File: src/rtl/datapath.sv
// datapath: minimal integer datapath for the control unit.
//   NREGS x LENGTH register file (two async read ports, one sync write port),
//   a two-function ALU (LUI: pass imm, ADD: A+B modulo 2^LENGTH) and a single
//   registered result stage whose output is the register file write data.
// Ports:
//   clk        - rising-edge clock
//   reset      - synchronous, active-high; clears every register and result
//   addr_a/b   - read addresses for operands A and B
//   addr_d     - destination address for the write port
//   wr_regfile - write enable; writes result into regfile[addr_d]
//   imm        - immediate operand
//   f          - function select: 1 = LUI, 0 = ADD
//   data_a/b   - combinational reads of regfile[addr_a] / regfile[addr_b]
//   result     - registered ALU output
module datapath #(
  parameter  int unsigned LENGTH   = 32,
  parameter  int unsigned NREGS    = 32,
  localparam int unsigned SEL_BITS = $clog2(NREGS)
) (
  input  logic                clk,
  input  logic                reset,
  input  logic [SEL_BITS-1:0] addr_a,
  input  logic [SEL_BITS-1:0] addr_b,
  input  logic [SEL_BITS-1:0] addr_d,
  input  logic                wr_regfile,
  input  logic [LENGTH-1:0]   imm,
  input  logic                f,
  output logic [LENGTH-1:0]   data_a,
  output logic [LENGTH-1:0]   data_b,
  output logic [LENGTH-1:0]   result
);

  logic [LENGTH-1:0] r_regs [NREGS];
  logic [LENGTH-1:0] r_result;
  logic [LENGTH-1:0] w_alu;

  // No forwarding: a write to the address being read shows up only after the edge.
  assign data_a = r_regs[addr_a];
  assign data_b = r_regs[addr_b];
  assign result = r_result;

  // Carry out of the add is intentionally dropped.
  always_comb begin
    w_alu = data_a + data_b;
    if (f) begin
      w_alu = imm;
    end
  end

  // Write data is the previous cycle's ALU value held in r_result.
  always_ff @(posedge clk) begin
    if (reset) begin
      for (int unsigned i = 0; i < NREGS; i++) begin
        r_regs[i] <= '0;
      end
      r_result <= '0;
    end else begin
      r_result <= w_alu;
      if (wr_regfile) begin
        r_regs[addr_d] <= r_result;
      end
    end
  end

endmodule

File: config.mk
export PLATFORM = sky130hd
export DESIGN_NAME = datapath
export DESIGN_NICKNAME = d
export VERILOG_FILES = /design/src/rtl/datapath.sv
export SDC_FILE = /design/constraint.sdc
export NUM_CORES = 2
export LEC_CHECK = 0
export BUFFER_PORTS_ARGS = -buffer_cell sky130_fd_sc_hd__buf_4
export CAP_MARGIN = 25
export CELL_PAD_IN_SITES_DETAIL_PLACEMENT = 1
export CELL_PAD_IN_SITES_GLOBAL_PLACEMENT = 1
export CORE_MARGIN = 3
export CORE_UTILIZATION = 35
export DETAILED_ROUTE_END_ITERATION = 12
export GPL_TIMING_DRIVEN = 0
export PLACE_DENSITY = 0.52
export SYNTH_ARGS = -nofsm -noshare
export SYNTH_HDL_FRONTEND = slang
export SYNTH_SLANG_ARGS = --single-unit
File: constraint.sdc
create_clock -name clk -period 5.1 [get_ports clk]
set_clock_uncertainty 0.15 [all_clocks]
set_input_delay 0.255 -clock clk [delete_from_list [all_inputs] [get_ports clk]]
set_output_delay 0.255 -clock clk [all_outputs]
set_load 0.005 [all_outputs]
==> results.json <==
{
  "reg2reg_depth": 13,
  "wl_um": 242000,
  "yosysTopAreaCell": "edfxtp_1",
  "syn_area_per_cell_um2": 15.7,
  "die_w_um": 409,
  "antenna_found_initial": 17,
  "synth_most_common_cell": "and2_1",
  "power.internal_mw": 16.5,
  "grt_max_degree": 28,
  "cts_buffers": 134,
  "grt_overflow_total": 0,
  "synth.cell_area_um2": 56900,
  "fillers": 16000,
  "pwr-share-clk": 0.397,
  "drive_gt1_frac": 0.295,
  "cts_root_buf": "clkbuf_16",
  "reg2reg_from": "r_regs[31][1]",
  "grt_util_all_layers": 0.288,
  "tightest_slew_ns": 1.17,
  "p_seq_frac": 0.443,
  "drc": 0,
  "cts_sinks": 1056,
  "layout_min_cycle_time_ns": 5.05,
  "whs_endpoint": "result[28]",
  "first_pass_iters": 5,
  "clock_path_buffers": 3,
  "synth_edf_count": 1024,
  "maxCapViolCount": 0,
  "r2r_setup_slack_ns": 0.34,
  "start_util": 0.353,
  "hold_ws_ns": 0.144,
  "final-seq-area_um2": 31400,
  "wl_per_cell_um": 38.5,
  "fp.coreArea_um2": 161000,
  "yosysTopAreaCellShare": 0.541,
  "final_area_um2": 66800,
  "fin_nets": 4112,
  "synthCells": 3633,
  "final_hold_viol_count": 0,
  "synth_area_leaders": "edfxtp_1 54%, mux4_2 25%, and2_1 11%",
  "clock_latency_ns": 0.75,
  "power.switching_mw": 6.35,
  "setup_tns_ns": 0,
  "fmax_mhz": 198,
  "synth-seq-cells": 1056,
  "clk_pin_slew_worst_paths_ns": 0.06,
  "grt_pass1_wl_um": 326000,
  "drt_iter0_drc": 4140,
  "yosysSeqAreaShare": 0.552,
  "crit_required_ns": 5.60,
  "place_area_um2": 62100,
  "setup_viol": 0,
  "boundaryPins": 147,
  "grt_pass1_vias": 37700,
  "power_frac_comb": 0.160,
  "path_max_fanout": 10,
  "async_reset_ff_frac": 0,
  "die_area_um2": 167000,
  "cp.arrival_ns": 5.56,
  "hold_start": "reset",
  "place_congestion": 0.921,
  "ys_warn_count": 0,
  "p_per_area_nw_per_um2": 342,
  "synth_ff_type": "edfxtp_1",
  "hold_path.class": "in2reg",
  "area_growth_pct": 17.5,
  "synthDistinctLibCells": 57,
  "multi_input_area_um2": 24100,
  "cts_setup_buffers": 0,
  "htreeDepth": 4,
  "ant_nets": 0,
  "outcome": "finished clean",
  "post-route-period-util": 0.991,
  "row_count": 147,
  "crit_path_end_kind": "register",
  "drv_slew": 0,
  "synth_commonest_cells": "1025 x and2_1, 1024 x edfxtp_1, 629 x mux4_2",
  "fin_ws_ns": 0.0463,
  "pre_cts_ws_ns": -2.26,
  "die_y_um": 409,
  "viasPerCell": 5.79,
  "hpwl_um": 184000,
  "vdd_ir_drop_max_mv": 0.328,
  "swShare": 0.278,
  "timing.rr.end": "result[17]",
  "rsz0062_at_grt": "no",
  "cts_tree": "built",
  "worstSetupStartpointType": "input port",
  "power_leakage_nw": 24.0,
  "utilization": 0.415,
  "dr_total_vias": 36400,
  "min_path_cells": 4,
  "portBuffers": 137,
  "slew_headroom": 0.219,
  "syn_nets": 3716,
  "criticalPathCategory": "in2reg"
}
[critical path, stage by stage]
cell,delay (ns)
clkbuf_2,0.32
clkbuf_4,0.39
clkbuf_2,0.39
buf_8,0.22
mux4_2,0.33
mux4_2,0.52
mux2i_2,0.44
inv_1,0.14
ha_1,0.32
a211oi_1,0.27
o21ai_1,0.17
o21ba_2,0.34
or2_1,0.31
a31oi_1,0.43
o21ai_1,0.16
mux2_1,0.33
nor3_1,0.18
[routing by layer]
metal / global-route usage / wire length [µm] / part of all wire
met1: 0.406 / 104000 / 0.43
met2: 0.456 / 112000 / 0.47
met3: 0.0498 / 17000 / 0.070
met4: 0.0888 / 8470 / 0.035
met5: 0 / 17 / 0.000070
[repair_timing]
item,4_1_cts,5_1_grt
hold buffers,33,0
endpoints found under the setup margin,22,12
endpoints found under the hold margin,32,0
resized for setup,115,30
[power groups by stage]
stage | Sequential [mW] | Clock [mW] | Combinational, mW
2_1_floorplan | 10.2 | 0 | 1.89
3_3_place_gp | 10.3 | 0 | 3.47
3_5_place_dp | 10.3 | 0 | 3.60
4_1_cts | 10.1 | 9.20 | 3.66
5_1_grt | 10.2 | 9.56 | 3.82
6_report | 10.1 | 9.07 | 3.67
[flip-flops by register name (all words and copies together), names as in the netlist]
name and cells:
r_regs 1024, result 32
[layout by cell type (no fill, tap or decap), types with 9 or more instances in the layout]
master	n
and2_1	1025
edfxtp_1	1024
mux4_2	629
clkbuf_1	266
buf_4	169
clkbuf_16	139
nand2_1	136
nor2_1	79
clkbuf_2	43
buf_8	40
a21oi_1	35
dlygate4sd3_1	33
or2_2	32
dfxtp_1	32
mux2_2	31
ha_1	30
buf_12	30
buf_1	29
clkinv_1	25
mux2i_1	24
buf_2	20
nand3b_1	18
xnor2_1	16
buf_6	14
a21o_1	14
nor3_1	14
clkinv_2	14
clkbuf_4	12
nand4_1	9
[how the worst max path moves through the flow]
stage / from / depth (start not counted) / end
2_1_floorplan: addr_b[0] / 15 / result[17]
3_3_place_gp: addr_a[1] / 17 / result[25]
3_5_place_dp: addr_b[1] / 15 / result[25]
4_1_cts: addr_a[1] / 18 / result[25]
5_1_grt: addr_a[0] / 17 / result[25]
6_report: addr_b[1] / 17 / result[17]
[metrics by stage]
| stage | cells | total power, mW |
|---|---|---|
| after floorplan | 3633 | 12.0 |
| final | 6288 | 22.9 |
| after CTS | 6279 | 23.0 |
| after detailed placement | 6017 | 13.9 |
| after global routing | 6282 | 23.5 |
| after global placement | 5930 | 13.8 |
[cell type report]
type,count,area share
Multi-Input combinational cell,2199,0.360
Buffer,370,0.0253
Clock buffer,180,0.0550
Inverter,8,0.000449
Antenna cell,6,0.000225
Clock inverter,49,0.00532
Tap cell,2160,0.0404
Sequential cell,1056,0.470
Timing Repair Buffer,260,0.0431
[logic make-up (layout without fill, tap and decap cells)]
kind of cell / after synthesis / after routing / synth area share
adders and majority gates: 32 / 32 / 0.00717
AOI/OAI and AO/OA: 109 / 109 / 0.0128
buffers and inverters: 378 / 867 / 0.0260
muxes: 686 / 686 / 0.260
xor gates and xnor gates: 22 / 22 / 0.00339
DFF: 1056 / 1056 / 0.552
and+or+nand+nor: 1350 / 1350 / 0.139
other: 0 / 6 / 0
No activity file was read; power rests on OpenSTA's default activity.
